**config.mk**
```make
export PLATFORM = sky130hd
export DESIGN_NAME = imem_arbiter_flat
export DESIGN_NICKNAME = d
export VERILOG_FILES = /design/src/rtl/imem_pkg.sv /design/src/rtl/imem_arbiter_if.sv /design/src/rtl/imem_starve_cnt.sv /design/src/rtl/imem_arbiter.sv /design/src/flat_wrapper.sv
export SDC_FILE = /design/constraint.sdc
export NUM_CORES = 1
export LEC_CHECK = 0
export CAP_MARGIN = 40
export CORE_ASPECT_RATIO = 2
export CORE_MARGIN = 5
export CORE_UTILIZATION = 35
export CTS_BUF_LIST = sky130_fd_sc_hd__clkbuf_8
export DETAILED_ROUTE_END_ITERATION = 8
export PLACE_DENSITY = 0.83
export SYNTH_ARGS = -nofsm -noshare
export SYNTH_HDL_FRONTEND = slang
export SYNTH_SLANG_ARGS = --single-unit
```
**constraint.sdc**
```tcl
create_clock -name clk -period 2.3 [get_ports clk]
set_input_delay 0.46 -clock clk [delete_from_list [all_inputs] [get_ports clk]]
set_output_delay 0.46 -clock clk [all_outputs]
set_load 0.05 [all_outputs]
```
**src/rtl/imem_pkg.sv**
```systemverilog
// Shared types and sizing for the instruction-memory arbiter slice.
// The memory itself is word-addressed and only decodes the low IMEM_IDX_W bits.
package imem_pkg;

  localparam int IMEM_WORDS = 256;
  localparam int IMEM_IDX_W = 8;

  typedef enum logic {
    NORMAL = 1'b0,
    STARVE = 1'b1
  } arb_state_t;

  typedef enum logic [1:0] {
    SRC_NONE = 2'd0,
    SRC_IF   = 2'd1,
    SRC_LD   = 2'd2
  } grant_src_t;

endpackage

```
**src/rtl/imem_arbiter_if.sv**
```systemverilog
// Bundle of the fetch, loader and memory-pin signals around the arbiter.
// The slave modport is the arbiter's view; master is the surrounding environment.
interface imem_arbiter_if;

  logic        if_req;
  logic [31:0] if_addr;
  logic        if_gnt;
  logic        if_valid;
  logic [31:0] if_rdata;

  logic        ld_req;
  logic        ld_we;
  logic [31:0] ld_addr;
  logic [31:0] ld_wdata;
  logic        ld_gnt;
  logic        ld_valid;
  logic [31:0] ld_rdata;

  logic [31:0] mem_addr;
  logic [31:0] mem_din;
  logic        mem_we;
  logic        mem_re;
  logic [31:0] mem_out;

  modport slave (
    input  if_req, if_addr, ld_req, ld_we, ld_addr, ld_wdata, mem_out,
    output if_gnt, if_valid, if_rdata, ld_gnt, ld_valid, ld_rdata,
    output mem_addr, mem_din, mem_we, mem_re
  );

  modport master (
    output if_req, if_addr, ld_req, ld_we, ld_addr, ld_wdata, mem_out,
    input  if_gnt, if_valid, if_rdata, ld_gnt, ld_valid, ld_rdata,
    input  mem_addr, mem_din, mem_we, mem_re
  );

endinterface

```
**src/rtl/imem_starve_cnt.sv**
```systemverilog
// Saturating count of consecutive denied fetch cycles.
// thresh looks at the next count so the arbiter can switch state on the same edge.
module imem_starve_cnt
  import imem_pkg::*;
#(
  parameter int STARVE_MAX = 4,
  parameter int CNT_W      = 4
) (
  input  logic             clk,
  input  logic             rst_n,
  input  logic             inc,
  input  logic             clr,
  output logic [CNT_W-1:0] cnt,
  output logic             thresh
);

  localparam logic [CNT_W-1:0] MAX_VAL = CNT_W'(STARVE_MAX);

  logic [CNT_W-1:0] cnt_next;

  always_comb begin
    cnt_next = cnt;
    if (clr)
      cnt_next = '0;
    else if (inc && (cnt != MAX_VAL))
      cnt_next = cnt + 1'b1;
  end

  assign thresh = (cnt_next == MAX_VAL);

  always_ff @(posedge clk or negedge rst_n) begin
    if (!rst_n)
      cnt <= '0;
    else
      cnt <= cnt_next;
  end

endmodule

```
**src/rtl/imem_arbiter.sv**
```systemverilog
// Arbitrates the single-port instruction memory between fetch and the loader.
// Loader wins by default; after STARVE_MAX denied fetch cycles fetch gets one grant.
module imem_arbiter
  import imem_pkg::*;
#(
  parameter int STARVE_MAX = 4,
  parameter int CNT_W      = 4
) (
  input logic           clk,
  input logic           rst_n,
  imem_arbiter_if.slave bus
);

  arb_state_t       state;
  arb_state_t       state_next;
  grant_src_t       src;
  logic             cnt_inc;
  logic             cnt_clr;
  logic             cnt_thresh;
  logic [CNT_W-1:0] cnt;

  // Grants are purely combinational and forced off while reset is held.
  always_comb begin
    src = SRC_NONE;
    if (rst_n) begin
      if ((state == STARVE) && bus.if_req)
        src = SRC_IF;
      else if (bus.ld_req)
        src = SRC_LD;
      else if (bus.if_req)
        src = SRC_IF;
    end
  end

  assign bus.if_gnt = (src == SRC_IF);
  assign bus.ld_gnt = (src == SRC_LD);

  assign cnt_inc = bus.if_req && (src != SRC_IF);
  assign cnt_clr = !bus.if_req || (src == SRC_IF);

  imem_starve_cnt #(
    .STARVE_MAX(STARVE_MAX),
    .CNT_W     (CNT_W)
  ) u_starve (
    .clk   (clk),
    .rst_n (rst_n),
    .inc   (cnt_inc),
    .clr   (cnt_clr),
    .cnt   (cnt),
    .thresh(cnt_thresh)
  );

  always_ff @(posedge clk or negedge rst_n) begin
    if (!rst_n)
      state <= NORMAL;
    else
      state <= state_next;
  end

  always_comb begin
    state_next = state;
    case (state)
      NORMAL: if (cnt_thresh) state_next = STARVE;
      STARVE: if (!bus.if_req || (src == SRC_IF)) state_next = NORMAL;
      default: state_next = NORMAL;
    endcase
  end

  // Idle pins are all zero so the memory's floating output is never sampled.
  always_comb begin
    bus.mem_addr = '0;
    bus.mem_din  = '0;
    bus.mem_we   = 1'b0;
    bus.mem_re   = 1'b0;
    case (src)
      SRC_IF: begin
        bus.mem_addr = bus.if_addr;
        bus.mem_re   = 1'b1;
      end
      SRC_LD: begin
        bus.mem_addr = bus.ld_addr;
        bus.mem_re   = 1'b1;
        bus.mem_we   = bus.ld_we;
        bus.mem_din  = bus.ld_we ? bus.ld_wdata : 32'h0;
      end
      default: ;
    endcase
  end

  always_ff @(posedge clk or negedge rst_n) begin
    if (!rst_n) begin
      bus.if_valid <= 1'b0;
      bus.if_rdata <= '0;
    end else begin
      bus.if_valid <= (src == SRC_IF);
      if (src == SRC_IF)
        bus.if_rdata <= bus.mem_out;
    end
  end

  // A loader write reports zero data; the write itself commits on this same edge.
  always_ff @(posedge clk or negedge rst_n) begin
    if (!rst_n) begin
      bus.ld_valid <= 1'b0;
      bus.ld_rdata <= '0;
    end else begin
      bus.ld_valid <= (src == SRC_LD);
      if (src == SRC_LD)
        bus.ld_rdata <= bus.ld_we ? 32'h0 : bus.mem_out;
    end
  end

endmodule

```
**src/flat_wrapper.sv**
```systemverilog
// flat-port wrapper written by rule: the top's interface ports become plain ports
module imem_arbiter_flat import imem_pkg::*;
#(
  parameter int STARVE_MAX = 4,
  parameter int CNT_W      = 4
)
  (clk, rst_n, bus_if_req, bus_if_addr, bus_ld_req, bus_ld_we, bus_ld_addr, bus_ld_wdata, bus_mem_out, bus_if_gnt, bus_if_valid, bus_if_rdata, bus_ld_gnt, bus_ld_valid, bus_ld_rdata, bus_mem_addr, bus_mem_din, bus_mem_we, bus_mem_re);
  imem_arbiter_if bus_i ();
  input logic clk;
  input logic rst_n;
  input wire logic [$bits(bus_i.if_req)-1:0] bus_if_req;
  input wire logic [$bits(bus_i.if_addr)-1:0] bus_if_addr;
  input wire logic [$bits(bus_i.ld_req)-1:0] bus_ld_req;
  input wire logic [$bits(bus_i.ld_we)-1:0] bus_ld_we;
  input wire logic [$bits(bus_i.ld_addr)-1:0] bus_ld_addr;
  input wire logic [$bits(bus_i.ld_wdata)-1:0] bus_ld_wdata;
  input wire logic [$bits(bus_i.mem_out)-1:0] bus_mem_out;
  output wire logic [$bits(bus_i.if_gnt)-1:0] bus_if_gnt;
  output wire logic [$bits(bus_i.if_valid)-1:0] bus_if_valid;
  output wire logic [$bits(bus_i.if_rdata)-1:0] bus_if_rdata;
  output wire logic [$bits(bus_i.ld_gnt)-1:0] bus_ld_gnt;
  output wire logic [$bits(bus_i.ld_valid)-1:0] bus_ld_valid;
  output wire logic [$bits(bus_i.ld_rdata)-1:0] bus_ld_rdata;
  output wire logic [$bits(bus_i.mem_addr)-1:0] bus_mem_addr;
  output wire logic [$bits(bus_i.mem_din)-1:0] bus_mem_din;
  output wire logic [$bits(bus_i.mem_we)-1:0] bus_mem_we;
  output wire logic [$bits(bus_i.mem_re)-1:0] bus_mem_re;
  assign bus_i.if_req = bus_if_req;
  assign bus_i.if_addr = bus_if_addr;
  assign bus_i.ld_req = bus_ld_req;
  assign bus_i.ld_we = bus_ld_we;
  assign bus_i.ld_addr = bus_ld_addr;
  assign bus_i.ld_wdata = bus_ld_wdata;
  assign bus_i.mem_out = bus_mem_out;
  assign bus_if_gnt = bus_i.if_gnt;
  assign bus_if_valid = bus_i.if_valid;
  assign bus_if_rdata = bus_i.if_rdata;
  assign bus_ld_gnt = bus_i.ld_gnt;
  assign bus_ld_valid = bus_i.ld_valid;
  assign bus_ld_rdata = bus_i.ld_rdata;
  assign bus_mem_addr = bus_i.mem_addr;
  assign bus_mem_din = bus_i.mem_din;
  assign bus_mem_we = bus_i.mem_we;
  assign bus_mem_re = bus_i.mem_re;
  imem_arbiter #(.STARVE_MAX(STARVE_MAX), .CNT_W(CNT_W)) u_core (.clk(clk), .rst_n(rst_n), .bus(bus_i));
endmodule
```
* Word-level counts from Yosys, hierarchy flattened
Index checks and enable logic that the tools add are counted.
** Word-level totals
- Bits in registers :: 71
- Input bits :: 133
- Output and inout port bits :: 134
** Operators by class
- Add/subtract/negate cells :: 1
- Eq/ne operators :: 5
- Multiplexer cells :: 15
- Bitwise operators :: 1
- Reductions and logical operators :: 6
** Operators with widths (number)
- 2-to-1 mux 32 bit :: 3
- one-hot mux 32 bit (2 select lines) :: 1
- 2-to-1 mux 4 bit :: 2
- 2-to-1 mux 2 bit :: 3
- 2-to-1 mux 1 bit :: 5
- adder 4 x 1 -> 4 bit (second input constant) :: 1
- equality test 4 x 3 -> 1 bit (second input constant) :: 1
- != test 4 x 3 -> 1 bit (second input constant) :: 1
- logical AND 1 bit :: 3
- equality test 2 x 1 -> 1 bit (second input constant) :: 1
- equality test 2 bit (second input constant) :: 1
- != test 2 x 1 -> 1 bit (second input constant) :: 1
- one-hot mux 1 bit (2 select lines) :: 1
- OR reduction 2 bit :: 1
- zero test 1 bit :: 1
- logical OR 1 bit :: 1
- NOT 1 bit :: 1

* Depth between registers and ports, before layout
Gate-level depths: netlist (run 1).
- Depth after elaboration :: 12
- Gate-level depth with buffers :: 9
- Depth with buffers taken out :: 8

* Modules after synthesis
Synthesis (run 1) repeated with hierarchy kept, for this count alone.
** Unflattened totals
- Cells, all modules :: 301
- Area, all modules :: 3559.7 µm²
** Modules (own cells, without submodules)
- imem_arbiter :: times used 1, cells each 272, area each 3294.4 µm², sequential area each 1676.6 µm²
- imem_starve_cnt :: times used 1, cells each 29, area each 265.3 µm², sequential area each 100.1 µm²

* Least setup slack after synthesis (run 1)
No wires, ideal clock.
- Kind :: input to output
- From :: input bus_if_req
- To :: output bus_mem_addr[17]
- Arrival time :: 2.398 ns
- Data required time :: 1.840 ns
- Setup slack :: -0.558 ns
- Stages :: 8
- Path buffers :: 2
- Cell sequence :: nand2_1 -> a21o_1 -> inv_1 -> ha_1 -> buf_4 -> buf_2 -> a22oi_1 -> nor2_1
** Between the ends
- Longest elaborated chain between the ends :: 6
- Elaborated cells between the ends (all ways) :: 8
- Classes of those cells :: eq/ne (2); mux (5); reduce/logical (1)
** RTL lines
- start, declared :: RTL line flat_wrapper.sv:11 : input wire logic [$bits(bus_i.if_req)-1:0] bus_if_req;
- 2-to-1 mux 1 bit :: RTL line imem_arbiter.sv:30 : else if (bus.if_req)
- 2-to-1 mux 2 bit :: RTL line imem_arbiter.sv:28 : else if (bus.ld_req)
- 2-to-1 mux 2 bit (*) :: RTL line imem_arbiter.sv:26 : if ((state == STARVE) && bus.if_req)
- 2-to-1 mux 2 bit (*) :: RTL line imem_arbiter.sv:25 : if (rst_n) begin
- equality test 2 x 1 -> 1 bit (*)
- net bus_if_gnt :: RTL line flat_wrapper.sv:18 : output wire logic [$bits(bus_i.if_gnt)-1:0] bus_if_gnt;
- one-hot mux 32 bit (2 select lines) (*) :: RTL line imem_arbiter.sv:75 : case (src)
- end, declared :: RTL line flat_wrapper.sv:24 : output wire logic [$bits(bus_i.mem_addr)-1:0] bus_mem_addr;
The timed path passes the listed nets; every way through them passes the cells marked *.

* Worst setup path after layout (run 1)
- From :: input bus_if_req
- To :: output bus_mem_addr[17]
** Between the ends
- Longest elaborated chain between the ends :: 6
- Elaborated cells between the ends (all ways) :: 8
- Classes of those cells :: eq/ne (2); mux (5); reduce/logical (1)
** RTL lines (RTL line)
- 2-to-1 mux 1 bit :: imem_arbiter.sv:30
- 2-to-1 mux 2 bit :: imem_arbiter.sv:28
- 2-to-1 mux 2 bit (*) :: imem_arbiter.sv:26
- 2-to-1 mux 2 bit (*) :: imem_arbiter.sv:25
- equality test 2 bit / equality test 2 x 1 -> 1 bit (equally long branches) :: imem_arbiter.sv:75
- one-hot mux 32 bit (2 select lines) (*) :: imem_arbiter.sv:75
Mark *: on every way between the ends. The rest lies on a longest branch, timed or not.

==> results of run 1 <==
## metrics by stage
stage / power [mW] / worst slack, ns / instances / hold WS, ns / TNS [ns]
finish: 5.384 / -0.3283 / 805 / 0.1053 / -13.78
global route: 5.546 / -0.3217 / 805 / 0.1009 / -16.19
CTS: 5.241 / -0.1267 / 797 / 0.09434 / -2.795
floorplan: 2.876 / -0.08623 / 356 / 0.1644 / -0.8927
detailed placement: 3.968 / -0.4958 / 753 / 0.4622 / -47.38
global placement: 3.903 / -0.3976 / 752 / 0.4688 / -36.21
## registers in the layout, summed over array words and instances (netlist names)
| register | cells |
|---|---|
| u_core.bus.if_rdata | 32 |
| u_core.bus.if_valid | 1 |
| u_core.bus.ld_rdata | 32 |
| u_core.bus.ld_valid | 1 |
| u_core.state | 1 |
| u_core.u_starve.cnt | 4 |
## routing by layer
layer / global-route usage, % / part of all wire [%]
met1: 31.78 / 31
met2: 54.61 / 50
met3: 13.21 / 11
met4: 19.54 / 8.1
met5: 0 / 0
## critical path, stage by stage
cell	delay, ns
clkdlybuf4s15_1	0.27
nand2_1	0.12
a21o_1	0.21
buf_6	0.13
inv_4	0.05
ha_4	0.19
buf_4	0.16
buf_12	0.15
a22oi_2	0.08
nor2_4	0.17
buf_12	0.15
## cell type report
type | count | share of cell area, %
Multi-Input combinational cell | 219 | 23.49
Clock inverter | 5 | 0.9479
Tap cell | 132 | 1.955
Inverter | 38 | 1.748
Antenna cell | 3 | 0.08886
Sequential cell | 71 | 21.03
Timing Repair Buffer | 326 | 48.95
Clock buffer | 11 | 1.792
## kinds of logic after synthesis
family | count (synthesis) | share of synthesized area [%]
compound gates | 68 | 12.45
mux | 34 | 10.94
buf+inv | 66 | 8.597
simple gates | 112 | 15.25
flops | 71 | 51.08
fa+ha+maj | 4 | 1.439
xor+xnor | 1 | 0.2518
## power by group through the flow
stage                     clock, mW  sequential, mW  combinational, mW
after floorplan                   0            2.36              0.512
after global placement            0            1.60               2.30
after detailed placement          0            1.61               2.35
after CTS                      1.16            1.60               2.48
after global routing           1.23            1.64               2.68
final                          1.17            1.62               2.60
## worst min path at each step
| stage | from | to | slack (ns) | cells after the start |
|---|---|---|---|---|
| global route | rst_n | u_core.bus.if_rdata[27] | 0.10 | 2 |
| CTS | rst_n | u_core.bus.if_rdata[23] | 0.09 | 2 |
| floorplan | rst_n | u_core.bus.if_rdata[0] | 0.16 | 0 |
| detailed placement | rst_n | u_core.bus.if_rdata[27] | 0.46 | 2 |
| global placement | u_core.bus.if_rdata[3] | u_core.bus.if_rdata[3] | 0.47 | 1 |
| finish | rst_n | u_core.bus.if_rdata[30] | 0.11 | 2 |
## cells in the mapped netlist (all sizes together) (3+ instances only)
master	count
a22oi	32
and3	32
buf	16
clkbuf	12
dfrtp	71
ha	4
inv	38
mux2	32
nand2	34
nand3	3
nor2	37
o21ai	32
## what timing repair did
item,in CTS,in global routing
endpoints found under the setup margin,99,70
setup buffers,24,4
resized for setup,65,44
hold endpoints to repair,0,0
cloned,4,5
pin swaps,28,11
==> metrics.yaml, run 1 <==
fp.dieW_um: 80.49
design_area_mm2: 0.008448
vias_per_cell: 5.552
drc_errors: 0
final_common_cell: "clkdlybuf4s50_1"
syn_inst: 356
nNetsFinal: 802
reg2reg_to: "u_core.bus.ld_rdata[28]"
clock_power_share_pct: 21.7
routedWlPerCell_um: 27.35
r2r_slack_ns: -0.07
grt_overflow: 0
yosysTopAreaCellShare_pct: 51.08
peakVddDrop_uv: 773.2
combinationalPowerShare_pct: 48.3
drive_gt1_share_pct: 39.55
hold_class: "primary input to async pin"
core_area_mm2: 0.009763
seq_area_mm2: 0.001777
place_hpwl_um: 13400
grtUsageTotal_pct: 32.07
fillers: 420
grt_pass1_wl_um: 28360
rsz0062_at_grt: "true"
worstSetupEndpoint: "bus_mem_addr[17]"
synth-seq-area-share_pct: 51.08
synth_area_mm2: 0.003478
crit_path_start: "bus_if_req"
gp_congestion: 0.8685
ant_nets: 0
die_y_um: 151.0
reg2reg_from: "u_core.state"
htreeDepth: 3
p_per_area_mw_per_mm2: 637.2
grt_max_degree: 62
ys_seq_elements: 71
port_buffers: 266
drt-pass1-iter-count: 5
postCtsHoldBufs: 0
yosys_warnings: 0
p_int_mw: 3.190
clk_path_buf_depth: 2
clk_latency_ns: 0.35
finalClockSkew_ns: 0.01290
antenna_found_initial: 3
finalWirelength_um: 22020
path_max_fanout: 9
hold_viol: 0
swShare_pct: 40.75
syn2layout_area_growth_pct: 142.9
drt_iter0_drc: 343
switchingPower_mw: 2.194
ys_types: 26
numCtsBuffers: 9
critPathLaunchType: "primary input"
layout_common_cells: "clkdlybuf4s50_1 (195), buf_12 (79), dfrtp_1 (71)"
cts-root-buf: "clkbuf_8"
violations: "setup timing"
ys_top_cells_by_area: "dfrtp_1 (51%), mux2_1 (7.1%), a22oi_1 (6.9%)"
clk_pin_slew_ns: 0.09
place_area_mm2: 0.007366
worst_slack_ns: -0.3283
maxCapViolCount: 0
via_count: 4469
relSlewSlack_pct: 61.22
crit_required_ns: 1.84
synth_flop_cell: "dfrtp_1"
p_seq_share_pct: 30.0
tritoncts: "done"
utilization_pct: 86.53
cellLeakagePower_nw: 3.380
synth-edff-count: 0
cts_sinks: 71
worstSetupPathType: "primary input to output port"
worst_slew_pin_slew_ns: 0.5799
outcome: "finished, violations left"
avgSynthCellArea_um2: 9.771
slew_violations: 0
synth_top_cell_by_area: "dfrtp_1"
multi_input_area_mm2: 0.001984
arrival_ns: 2.17
initial_core_util_pct: 35.63
row_count: 51
synth_nets: 493
critPathCaptureType: "output port"
ys_async_sr_fraction_pct: 100.0
setup_viol: 70
reg2regPathDepth: 11
fp.dieArea_mm2: 0.01215
clock.fmax_mhz: 380.5
fin_crit_ns: 2.628
design.portCount: 267
period_share_pct: 114.3
first_global_vias: 4666
Power figures use the tool's default switching activity.
==> run 2, diff against run 1 <==
SKIP_LAST_GASP = 1   (was default)
==> run 2 against run 1 <==
The flow still finishes with violations (setup timing). Critical endpoint is now bus_mem_addr[9]. Wire length decreased by 2.7%. Clock-buffer cell count stayed put. Via count decreased by 1.5%. Sequential share of layout area up 0.41 points. Highest routed layer unchanged. Largest cell class unchanged. Die area stayed put. Power shrank 1.3%.
==> metrics.yaml, run 2 (synthesis gave the netlist of run 1 again) <==
drive_gt1_share_pct: 38.62  # was 39.55%
maxCapViolCount: 0  # unchanged
ant_nets: 0  # unchanged
fp.dieW_um: 80.49  # unchanged
drt_iter0_drc: 329  # was 343
htreeDepth: 3  # unchanged
drc_errors: 0  # unchanged
via_count: 4404  # was 4,469
finalWirelength_um: 21430  # was 22,020 um
worst_slew_pin_slew_ns: 0.5766  # was 0.5799 ns
postCtsHoldBufs: 0  # unchanged
vias_per_cell: 5.498  # was 5.552
die_y_um: 151.0  # unchanged
cellLeakagePower_nw: 3.384  # was 3.380 nW
place_hpwl_um: 13400  # unchanged
drt-pass1-iter-count: 5  # unchanged
worstSetupPathType: "flip-flop to output port"  # was primary input to output port
first_global_vias: 4761  # was 4,666
p_per_area_mw_per_mm2: 640.9  # was 637.2 mW/mm^2
multi_input_area_mm2: 0.001883  # was 0.001984 mm^2
setup_viol: 69  # was 70
finalSetupTns_ns: -12.63  # was -13.78 ns
top_regs: "u_core.bus.if_rdata (32), u_core.bus.ld_rdata (32), u_core.u_starve.cnt (4)"  # unchanged
grt_pass1_wl_um: 28970  # was 28,360 um
crit_required_ns: 1.84  # about the same
seq_area_mm2: 0.001777  # unchanged
layout_common_cells: "clkdlybuf4s50_1 (195), buf_12 (79), dfrtp_1 (71)"  # unchanged
numCtsBuffers: 9  # unchanged
syn2layout_area_growth_pct: 138.3  # was 142.9%
r2r_slack_ns: -0.07  # about the same
reg2reg_from: "u_core.state"  # unchanged
outcome: "finished, violations left"  # unchanged
rsz0062_at_grt: "true"  # unchanged
final_common_cell: "clkdlybuf4s50_1"  # unchanged
gp_congestion: 0.8685  # unchanged
grt_max_degree: 62  # unchanged
routedWlPerCell_um: 26.75  # was 27.35 um
worst_slack_ns: -0.3348  # was -0.3283 ns
clk_pin_slew_ns: 0.08  # was 0.09 ns
critPathCaptureType: "output port"  # unchanged
utilization_pct: 84.89  # was 86.53%
clock.fmax_mhz: 379.5  # was 380.5 MHz
port_buffers: 266  # unchanged
antenna_found_initial: 1  # was 3
violations: "setup timing"  # unchanged
slew_violations: 0  # unchanged
final_cells: 801  # was 805
core_area_mm2: 0.009763  # unchanged
grt_overflow: 0  # unchanged
path_max_fanout: 8  # was 9
tritoncts: "done"  # unchanged
nNetsFinal: 800  # was 802
fp.dieArea_mm2: 0.01215  # unchanged
fillers: 463  # was 420
finalClockSkew_ns: 0.008788  # was 0.01290 ns
row_count: 51  # unchanged
critPathLaunchType: "flip-flop"  # was primary input
cts_sinks: 71  # unchanged
peakVddDrop_uv: 777.2  # was 773.2 uV
design.portCount: 267  # unchanged
hold_viol: 0  # unchanged
clk_latency_ns: 0.35  # about the same
fin_crit_ns: 2.635  # was 2.628 ns
grtUsageTotal_pct: 32.81  # was 32.07%
dp_cells: 753  # unchanged
crit_path_start: "u_core.state"  # was bus_if_req
relSlewSlack_pct: 61.44  # was 61.22%
cts-root-buf: "clkbuf_8"  # unchanged
initial_core_util_pct: 35.63  # unchanged
hold_class: "primary input to async pin"  # unchanged
period_share_pct: 114.6  # was 114.3%
clk_path_buf_depth: 2  # unchanged
arrival_ns: 2.17  # about the same
## run 2: layout make-up
class                           count  share of cell area, %
Timing Repair Buffer              324                  49.28
Sequential cell                    71                  21.44
Inverter                           38                  1.751
Clock inverter                      5                 0.9662
Clock buffer                       11                  1.827
Multi-Input combinational cell    219                  22.72
Antenna cell                        1                0.03019
Tap cell                          132                  1.993
## run 2: timing repair
action | 4_1_cts | 5_1_grt
setup buffers | 24 | 3
gates resized for setup | 52 | 23
setup endpoints to repair | 99 | 69
cloned | 4 | 4
pin swaps | 27 | 11
## run 2: critical path, cell delays in order (launching register included)
cell and delay, ns:
dfrtp_1 0.41, nand2_1 0.14, nand3_2 0.12, buf_6 0.14
ha_4 0.21, buf_12 0.15, buf_16 0.14, a22oi_1 0.26
nor2_2 0.09, buf_12 0.16
## run 2: final timing paths
check | endpoint | depth (start not counted)
hold / removal | u_core.bus.ld_rdata[25] | 2
hold reg to reg | u_core.bus.if_rdata[30] | 1
setup / recovery | bus_mem_addr[9] | 9
min in group clk | u_core.bus.if_rdata[30] | 1
max in group asynchronous | u_core.bus.if_rdata[6] | 3
setup reg to reg | u_core.state | 12
## run 2: layer usage
metal / global-route usage, % / wire length [um] / part of all wire, % / vias up
met4: 22.76 / 1641 / 7.7 / 0
met3: 14.58 / 2383 / 11 / 115
li1: - / - / - / 1810
met2: 55.27 / 10750 / 50 / 360
met5: 0 / 0 / 0 / -
met1: 31.14 / 6652 / 31 / 2119
## run 2: report_power, final
group | internal [mW] | switching, mW | leakage, nW
Combinational | 1.03 | 1.53 | 2.38
Clock | 0.668 | 0.481 | 0.112
Sequential | 1.47 | 0.133 | 0.892
Total | 3.17 | 2.14 | 3.38
## run 2: per-stage QoR
| stage | setup slack, ns | power, mW | cell area (um^2) | hold WS (ns) |
|---|---|---|---|---|
| 2_1_floorplan | -0.08623 | 2.876 | 3725 | 0.1644 |
| 3_3_place_gp | -0.3976 | 3.903 | 7338 | 0.4688 |
| 3_5_place_dp | -0.4958 | 3.968 | 7366 | 0.4622 |
| 4_1_cts | -0.1267 | 5.233 | 8138 | 0.09434 |
| 5_1_grt | -0.4050 | 5.485 | 8288 | 0.1111 |
| 6_report | -0.3348 | 5.312 | 8288 | 0.1220 |
